## src/rtl/pco_sched_pkg.sv

```systemverilog
// pco_sched_pkg: shared run-state encoding and oscillation-cycle constants
package pco_sched_pkg;
    localparam int PW = 4;
    localparam int CYC_LEN = 1 << PW;
    localparam int LAST_SLOT = CYC_LEN - 1;
    typedef enum logic [1:0] {IDLE, SYNC, RUN, DONE} state_e;
endpackage

```

## src/rtl/pco_rr_arb.sv

```systemverilog
// pco_rr_arb: round-robin arbiter, search starts at the pointer and moves past each winner
module pco_rr_arb #(
    parameter int N = 3,
    parameter int PTRW = 2
) (
    input  logic            clk_i,
    input  logic            rst_n_i,
    input  logic [N-1:0]    valid_i,
    input  logic            adv_i,
    output logic [N-1:0]    grant_o,
    output logic [PTRW-1:0] ptr_o
);
    logic [PTRW-1:0] ptr_q, ptr_d, sel;
    int best;

    assign ptr_o = ptr_q;

    // winner is the valid requester at the smallest circular distance from the pointer
    always_comb begin
        grant_o = '0;
        sel = ptr_q;
        best = N;
        for (int i = 0; i < N; i++)
            if (valid_i[i] && (i + N - int'(ptr_q)) % N < best) begin
                best = (i + N - int'(ptr_q)) % N;
                sel = PTRW'(i);
            end
        for (int i = 0; i < N; i++)
            grant_o[i] = best < N && int'(sel) == i;
        ptr_d = adv_i ? ((int'(sel) == N - 1) ? '0 : sel + 1'b1) : ptr_q;
    end

    always_ff @(posedge clk_i or negedge rst_n_i)
        if (!rst_n_i) ptr_q <= '0;
        else ptr_q <= ptr_d;
endmodule

```

## src/rtl/pco_phase_sched.sv

```systemverilog
// pco_phase_sched: PCO run controller; phase writes are arbitrated any time
// but only land on phase_out at oscillation-cycle boundaries
module pco_phase_sched #(
    parameter int N_NEUR = 15,
    parameter int N_REQ = 3,
    parameter int PW = 4,
    parameter int IW = 4,
    parameter int STABLE_CYC = 4,
    parameter int CW = 8,
    parameter int MAX_CYC = 200
) (
    input  logic                 clk,
    input  logic                 re_sched_n,
    input  logic                 start,
    input  logic [N_NEUR*PW-1:0] init_phase,
    input  logic [N_REQ-1:0]     req_valid,
    input  logic [N_REQ*IW-1:0]  req_idx,
    input  logic [N_REQ*PW-1:0]  req_phase,
    output logic [N_REQ-1:0]     req_ready,
    output logic                 re_pco,
    output logic [N_NEUR*PW-1:0] phase_out,
    output logic                 tick,
    output logic                 busy,
    output logic                 done,
    output logic                 timeout,
    output logic [CW-1:0]        cyc_cnt
);
    import pco_sched_pkg::*;

    localparam int PTRW = (N_REQ > 1) ? $clog2(N_REQ) : 1;

    state_e state_q, state_d;
    logic [PW-1:0] slot_q, slot_d;
    logic [CW-1:0] cyc_q, cyc_d, stable_q, stable_d;
    logic timeout_q, timeout_d;
    logic [N_NEUR-1:0][PW-1:0] phase_q, phase_d, pend_q, pend_d;
    logic [N_NEUR-1:0] vld_q, vld_d;
    logic [IW-1:0] wr_idx;
    logic [PW-1:0] wr_phase;
    logic [PTRW-1:0] rr_ptr;
    logic run, changed;

    assign run = state_q == RUN;
    assign tick = run && slot_q == PW'(LAST_SLOT);
    assign re_pco = state_q == IDLE || state_q == SYNC;
    assign busy = state_q == SYNC || run;
    assign done = state_q == DONE;
    assign timeout = timeout_q;
    assign cyc_cnt = cyc_q;
    assign phase_out = phase_q;

    pco_rr_arb #(.N(N_REQ), .PTRW(PTRW)) u_arb (
        .clk_i(clk),
        .rst_n_i(re_sched_n),
        .valid_i(req_valid & {N_REQ{run}}),
        .adv_i(|req_ready),
        .grant_o(req_ready),
        .ptr_o(rr_ptr)
    );

    always_ff @(posedge clk)
        if (re_sched_n) assert (int'(rr_ptr) < N_REQ);

    always_comb begin
        wr_idx = '0;
        wr_phase = '0;
        for (int r = 0; r < N_REQ; r++)
            if (req_ready[r]) begin
                wr_idx = req_idx[r*IW +: IW];
                wr_phase = req_phase[r*PW +: PW];
            end
    end

    always_comb begin
        state_d = state_q;
        slot_d = slot_q;
        cyc_d = cyc_q;
        stable_d = stable_q;
        timeout_d = timeout_q;
        phase_d = phase_q;
        pend_d = pend_q;
        vld_d = (run && !tick) ? vld_q : '0;
        changed = 1'b0;
        for (int i = 0; i < N_NEUR; i++)
            if (tick && vld_q[i]) begin
                changed = changed || pend_q[i] != phase_q[i];
                phase_d[i] = pend_q[i];
            end
        // applied after the commit so a tick-cycle write waits for the next boundary
        if (|req_ready && int'(wr_idx) < N_NEUR) begin
            pend_d[wr_idx] = wr_phase;
            vld_d[wr_idx] = 1'b1;
        end
        case (state_q)
            IDLE, DONE: if (start) begin
                state_d = SYNC;
                phase_d = init_phase;
                vld_d = '0;
                cyc_d = '0;
                stable_d = '0;
                timeout_d = 1'b0;
            end
            SYNC: begin
                state_d = RUN;
                slot_d = '0;
            end
            RUN: begin
                slot_d = slot_q + 1'b1;
                if (tick) begin
                    cyc_d = &cyc_q ? cyc_q : cyc_q + 1'b1;
                    stable_d = changed ? '0 : stable_q + 1'b1;
                    if (stable_d >= CW'(STABLE_CYC)) begin
                        state_d = DONE;
                        timeout_d = 1'b0;
                    end else if (cyc_d >= CW'(MAX_CYC)) begin
                        state_d = DONE;
                        timeout_d = 1'b1;
                    end
                end
            end
            default: ;
        endcase
    end

    always_ff @(posedge clk or negedge re_sched_n)
        if (!re_sched_n) begin
            state_q <= IDLE;
            slot_q <= '0;
            cyc_q <= '0;
            stable_q <= '0;
            timeout_q <= 1'b0;
            phase_q <= '0;
            pend_q <= '0;
            vld_q <= '0;
        end else begin
            state_q <= state_d;
            slot_q <= slot_d;
            cyc_q <= cyc_d;
            stable_q <= stable_d;
            timeout_q <= timeout_d;
            phase_q <= phase_d;
            pend_q <= pend_d;
            vld_q <= vld_d;
        end
endmodule

```

## config.mk

```make
export PLATFORM = sky130hd
export DESIGN_NAME = pco_phase_sched
export DESIGN_NICKNAME = d
export VERILOG_FILES = /design/src/rtl/pco_sched_pkg.sv /design/src/rtl/pco_rr_arb.sv /design/src/rtl/pco_phase_sched.sv
export SDC_FILE = /design/constraint.sdc
export NUM_CORES = 1
export LEC_CHECK = 0
export CELL_PAD_IN_SITES_DETAIL_PLACEMENT = 1
export CELL_PAD_IN_SITES_GLOBAL_PLACEMENT = 1
export CORE_ASPECT_RATIO = 1.5
export CORE_UTILIZATION = 41
export DETAILED_ROUTE_END_ITERATION = 7
export PLACE_DENSITY_LB_ADDON = 0.1
export SYNTH_ARGS = -nofsm -noshare
export SYNTH_HDL_FRONTEND = slang
export SYNTH_SLANG_ARGS = --single-unit
```

## constraint.sdc

```tcl
create_clock -name clk -period 6.55 [get_ports clk]
set_input_delay 0.655 -clock clk [delete_from_list [all_inputs] [get_ports clk]]
set_output_delay 0.655 -clock clk [all_outputs]
set_load 0.01 [all_outputs]
```

Word-level counts from Yosys, hierarchy flattened. Cells that the tools add are included.

Input bits: 90. Memories kept: 0. ROM bits: 0. Bits in latches: 0. Bits in registers: 160. Word-level logic and storage cells: 206. Bits in writable memories: 0. Output and inout port bits: 76.

Add/subtract/negate cells: 7. Equal/unequal tests: 24. Reductions and logical operators: 52. Bitwise gates (word level): 2. Div/mod/pow operators: 3. Muxes and demuxes: 72. Shift-type cells: 0. Order comparisons: 9. $mul: 0.

Operator list (count): 60-bit 2-to-1 mux (2); 32-bit by 3-bit remainder unit with 32-bit output, second input constant (3); 32-bit 2-to-1 mux (3); 4-bit 2-to-1 mux (22); 32-bit by 3-bit less-than comparator with 1-bit output, second input constant (2); 32-bit less-than comparator (2); 60-bit bitwise mux (1); 15-bit 2-to-1 mux (4); 4-bit inequality test (15); 8-bit 2-to-1 mux (5); 8-bit one-hot mux with 2 select lines (2); 1-bit logical AND (25); 1-bit 2-to-1 mux (20); 8-bit by 1-bit adder with 8-bit output, second input constant (2); 4-bit demux with 4-bit select (1); 1-bit logical OR (16); 2-bit 2-to-1 mux (8); 15-bit OR (1); 2-bit == test, second input constant (4); 8-bit by 3-bit greater-or-equal comparator with 1-bit output, second input constant (1); 8-bit greater-or-equal comparator, second input constant (1); 4-bit one-hot mux with 2 select lines (1); 8-bit AND reduction (1); 3-bit by 2-bit subtractor with 4-bit output, first input constant (2); other kinds (21) (25).

Logic depth before layout (Yosys ltp).
Word-level depth: 37. Mapped depth: 23. Gate-level depth less buffers: 20.

Modules after synthesis. A second synthesis with hierarchy kept.

Cell total of the unflattened synthesis: 873. Area, all modules: 9057.4 µm².

Modules (own cells, without submodules): pco_phase_sched (area an instance 8152.8 µm², sequential area each 3953.8 µm², cells an instance 755, instances 1); pco_rr_arb (area an instance 904.6 µm², sequential area each 50.0 µm², cells an instance 118, instances 1).

Least setup slack after synthesis. Ideal clock, no wire load.

Kind: reg2reg. Start point: register u_arb.ptr_q[1] (netlist: u_arb.ptr_o[1]). End point: register pend_q[56] in the netlist's numbering. Required time: 6425 ps. Slack: 1506 ps. Path buffers: 2. Setup time: 125 ps. Cell stages (with the launch flop): 22. Data arrival time: 4919 ps. Clock period less this slack: 5044 ps. Path through: dfrtp_1 buf_2 inv_1 ha_1 and3b_1 inv_2 ha_1 nand2b_1 a2bb2oi_2 o21a_4 buf_6 inv_1 o311ai_0 ha_1 a211o_1 a211o_1 a211oi_1 o22ai_1 a211oi_2 nand3_1 a21boi_2 mux2_2.

Elaborated cells on any way between the ends: 40. Those cells by class: 3 x add/sub; 3 x div; 7 x order compare; 2 x eq/ne; 15 x mux; 10 x reduce/logical.

RTL lines: start: declaration (RTL line pco_rr_arb.sv:13) `logic [PTRW-1:0] ptr_q, ptr_d, sel;`; start signal: assignment (RTL line pco_rr_arb.sv:35) `else ptr_q <= ptr_d;`; 2-bit by 2-bit subtractor with 3-bit output (RTL line pco_rr_arb.sv:24, pco_rr_arb.sv:25); 32-bit by 3-bit remainder unit with 32-bit output (RTL line pco_rr_arb.sv:24, pco_rr_arb.sv:25); 32-bit by 3-bit less-than comparator with 1-bit output (RTL line pco_rr_arb.sv:24) `if (valid_i[i] && (i + N - int'(ptr_q)) % N < best) begin`; 1-bit logical AND (RTL line pco_rr_arb.sv:24); 32-bit 2-to-1 mux (RTL line pco_rr_arb.sv:24); 32-bit less-than comparator (RTL line pco_rr_arb.sv:24); 1-bit logical AND (RTL line pco_rr_arb.sv:24); 32-bit 2-to-1 mux (RTL line pco_rr_arb.sv:24); [4 not listed]; 1-bit logical AND * (RTL line pco_rr_arb.sv:29) `grant_o[i] = best < N && int'(sel) == i;`; via req_ready[2] (RTL line pco_phase_sched.sv:19) `output logic [N_REQ-1:0] req_ready,`; 4-bit 2-to-1 mux (RTL line pco_phase_sched.sv:68) `if (req_ready[r]) begin`; 4-bit by 5-bit less-than comparator with 1-bit output (not written as such) / 4-bit by 1-bit greater-or-equal comparator with 1-bit output (equally long branches) (RTL line pco_phase_sched.sv:91) `pend_d[wr_idx] = wr_phase;`; 1-bit logical AND (not written as such) (RTL line pco_phase_sched.sv:91); 4-bit 2-to-1 mux (not written as such) (RTL line pco_phase_sched.sv:91); 4-bit demux with 4-bit select (RTL line pco_phase_sched.sv:91); 60-bit bitwise mux (RTL line pco_phase_sched.sv:91); end signal: assignment (RTL line pco_phase_sched.sv:142) `pend_q <= pend_d;`; end: declaration (RTL line pco_phase_sched.sv:36) `logic [N_NEUR-1:0][PW-1:0] phase_q, phase_d, pend_q, pend_d;`.

Mark *: on every way through the listed nets, which the timed path passes. The rest lies on a longest branch. A chain may end at the register's enable or synchronous reset.

Worst setup path after layout.
Start point: register u_arb.ptr_q[0] (netlist: u_arb.ptr_o[0]). End point: output port req_ready[1].

Longest elaborated chain between the ends: 13. Elaborated cells on any way between the ends: 21. Those cells by class: 3 x add/sub; 3 x div; 4 x order compare; 1 x eq/ne; 6 x mux; 4 x reduce/logical.

Ends and longest elaborated chain (RTL line): 2-bit by 2-bit subtractor with 3-bit output (pco_rr_arb.sv:24, pco_rr_arb.sv:25); 32-bit by 3-bit remainder unit with 32-bit output (pco_rr_arb.sv:24, pco_rr_arb.sv:25); 32-bit by 3-bit less-than comparator with 1-bit output (pco_rr_arb.sv:24); 1-bit logical AND (pco_rr_arb.sv:24); 32-bit 2-to-1 mux (pco_rr_arb.sv:24); 32-bit less-than comparator (pco_rr_arb.sv:24); 1-bit logical AND (pco_rr_arb.sv:24); 32-bit 2-to-1 mux (pco_rr_arb.sv:24); 32-bit less-than comparator (pco_rr_arb.sv:24); 1-bit logical AND (pco_rr_arb.sv:24); 32-bit 2-to-1 mux / 2-bit 2-to-1 mux (equally long branches) (pco_rr_arb.sv:24); 32-bit by 3-bit less-than comparator with 1-bit output / 2-bit == test (equally long branches) (pco_rr_arb.sv:29); 1-bit logical AND * (pco_rr_arb.sv:29); end: declaration (pco_phase_sched.sv:19).

Every way passes the cells marked *; elsewhere a longest branch is shown, timed or not.

==> impl_metrics.csv <==
group,metric,value,unit
clock_network,cts_buffer_depth,2,
pwr,p_clk_frac,0.205,
timing,maxSlewViolCount,0,
drt,first_pass_iters,4,
floorplanning,placementRows,66,
pwr,ir_worst_vdd,196,uV
placed_design,dpl_worst_slack,0.683,ns
floorplanning,die_area,0.0231,mm2
timing,tns,0,ns
layout,fin_util,0.538,
timing,fin_crit,6.16,ns
layout,n_antenna_cell,0,
logic_synthesis,syn_area,0.00922,mm2
logic_synthesis,ys_top_cells_by_count,"dfrtp_1, nand2_1, o21ai_0",
drt,avgRoutedWirePerCell,19.8,um
layout,drive_gt1_frac,0.142,
pwr,p_int,0.00285,W
floorplanning,initial_core_util,0.421,
clock_network,clock-root-buffer,"clkbuf_16",
status,outcome,"finished clean",
floorplanning,io-pin-count,166,
logic_synthesis,synth_edf_count,0,
drt,finalWirelength,26.5,mm
placed_design,place_inst,1305,
pwr,p_sw,0.00193,W
critical_path,critPathKind,"register to output pin",
critical_path,cp_slowest_stage_delay,0.57,ns
grt,grt_usage,0.237,
pwr,power_density,407,mW/mm2
pwr,leakagePower,5.62,nW
critical_path,worstPathRequired,5.89,ns
critical_path,rr_startpoint,"u_arb.ptr_o[0]",
logic_synthesis,synth_area_leaders,"dfrtp_1, mux2i_1, mux2_2",
timing,slew_headroom,0.345,
flow_run,cap_violations,0,
critical_path,r2r_slack,0.98,ns
placed_design,place.gp.congestion,0.846,
logic_synthesis,avgSynthCellArea,10.3,um2
timing,worstMarginPinSlew,0.983,ns
drt,drc,0,
pwr,pwr-share-comb,0.468,
logic_synthesis,yosysSeqAreaShare,0.434,
clock_network,cts-htree-levels,4,
clock_network,cts.clk_slew.worst_paths,0.07,ns
logic_synthesis,yosys.area.top_type,"dfrtp_1",
layout,nets,1177,
layout,area_delta_synth_final,27.6,%
placed_design,hpwl,19.3,mm
logic_synthesis,synth-main-ff-cell,"dfrtp_1",
floorplanning,die_height,186,um
critical_path,worst_path_max_delay_cell,"clkdlybuf4s50_1",
floorplanning,die_x,124,um
logic_synthesis,yosysWarnings,0,
timing,hold_viol_final,0,
pwr,switching_share,0.404,
grt,grt_pass1_wl,42.9,mm
timing,max_freq,0.162,GHz
drt,vias_per_cell,5.60,
timing,setup_violations,0,
grt,antenna_found_initial,0,
grt,grt_pass1_vias,8051,
logic_synthesis,syn-instance-count,892,
critical_path,crit_fanout,12,
logic_synthesis,yosysMostFrequentCell,"dfrtp_1",
worst_hold_path,hold_path.class,"input port to async pin",
pwr,total_power,0.00479,W
drt,drtIter0Drc,319,
critical_path,r2r_end,"pend_q[12]",
critical_path,critical-path-top-delay-family,"simple AND/OR/NAND/NOR gates",
logic_synthesis,ys_ff_latch,160,
timing,clock_skew,0.0108,ns
critical_path,r2r.worst_path.cells,20,
clock_network,cts.sinks,160,
logic_synthesis,synth_top_cell_area_share,0.434,
layout,final_cell_count_no_fill,1341,
pwr,p_seq_frac,0.327,
layout,nFillCells,2400,
drt,ant_nets,0,
grt,grt_max_degree,103,
logic_synthesis,ys_types,81,
placed_design,port_buffers,165,
critical_path,cp-end-kind,"output pin",
floorplanning,coreArea,0.0219,mm2
critical_path,cp_num_buf_inv,4,
clock_network,clk_latency,0.43,ns
clock_network,cts_tree,"built",
drt,vias,7510,
critical_path,crit_arrival,5.51,ns
critical_path,worstPathCellList,"clkinvlp_4, ha_1, and3b_1, inv_2, ha_1, nand2b_1, a2bb2oi_2, o21a_4, inv_1, nand2_1, ha_1, nand2_1, nor4_2, a22oi_2, nor3_2, a21o_1, nand2_1, nor2_1, clkdlybuf4s50_1",
critical_path,cp-start-kind,"register",
timing,period_share,0.941,
clock_network,numCtsBuffers,17,
timing,fin_ws,0.389,ns
logic_synthesis,synth_nets,1013,
logic_synthesis,synthArstFlopShare,1.00,
timing,rsz0062_at_grt,"no",
grt,overflow,0,
## per-stage QoR
stage                     hold WS (ns)  instance area (um2)
after floorplan                  0.359                 9220
after global placement           0.497                11100
after detailed placement         0.499                11100
after CTS                        0.342                11700
after global routing             0.364                11800
final                            0.296                11800
## what timing repair did
action                                  CTS  global route
endpoints found under the setup margin    0             2
hold buffers                              0             0
buffers inserted                          0             4
resized for setup                         0             4
## final cells by class
type,count,area (um2),share of cell area
multi-input cells,670,4970,0.423
flip-flops and latches,160,4010,0.341
repair buffers,180,1770,0.150
clock buffers,19,443,0.0377
well taps,272,340,0.0289
clock inverters,13,130,0.0111
inverters,27,105,0.00893
## cells in the final DEF, fill, tap and decap left out, types with 23 or more instances in the layout
| cell type | Yosys | final |
|---|---|---|
| dfrtp_1 | 160 | 158 |
| mux2_2 | 58 | 58 |
| nor2_1 | 23 | 23 |
| clkdlybuf4s50_1 | 0 | 164 |
| inv_1 | 25 | 24 |
| a21oi_1 | 35 | 35 |
| mux2i_1 | 70 | 70 |
| nand2_1 | 123 | 123 |
| xor2_1 | 42 | 42 |
| o21ai_0 | 88 | 88 |
| ha_1 | 31 | 31 |
| xnor2_1 | 23 | 23 |
## cell families after synthesis
logic type / synth area share
xor gates and xnor gates: 0.0618
AOI/OAI and AO/OA: 0.151
adders and majority gates: 0.0421
DFF: 0.434
buffers and inverters: 0.0276
muxes: 0.154
and+or+nand+nor: 0.129
## layer usage
metal  GRT usage  up-vias  part of all wire
li1            -     3532                 -
met1       0.271     3823              0.41
met2       0.447      124              0.55
met3      0.0394       31             0.026
met4      0.0713        0             0.016
met5           0        -                 0
## state kept, by name (all words and copies together), names as in the netlist
| register | cells |
|---|---|
| timeout | 1 |
| u_arb.ptr_o | 2 |
| pend_q | 60 |
| cyc_cnt | 8 |
| state_q | 2 |
| slot_q | 4 |
| vld_q | 15 |
| phase_out | 60 |
| stable_q | 8 |
## worst max-delay path by stage
stage                   startpoint           end  slack, ns  depth (start not counted)
finish              u_arb.ptr_o[0]  req_ready[1]       0.39                         19
global route        u_arb.ptr_o[0]  req_ready[1]       0.06                         19
CTS                 u_arb.ptr_o[1]  req_ready[1]       0.20                         19
detailed placement  u_arb.ptr_o[1]  req_ready[1]       0.68                         19
global placement    u_arb.ptr_o[1]  req_ready[1]       0.88                         19
floorplan           u_arb.ptr_o[1]    pend_q[56]       1.51                         21
## power groups by stage
stage / Sequential, W / Combinational, W / Clock, W
finish: 0.00157 / 0.00224 / 0.000980
global route: 0.00161 / 0.00247 / 0.00104
CTS: 0.00158 / 0.00225 / 0.00100
detailed placement: 0.00159 / 0.00224 / 0
global placement: 0.00158 / 0.00218 / 0
floorplan: 0.00159 / 0.00127 / 0
(Power assumes the default switching activity.)
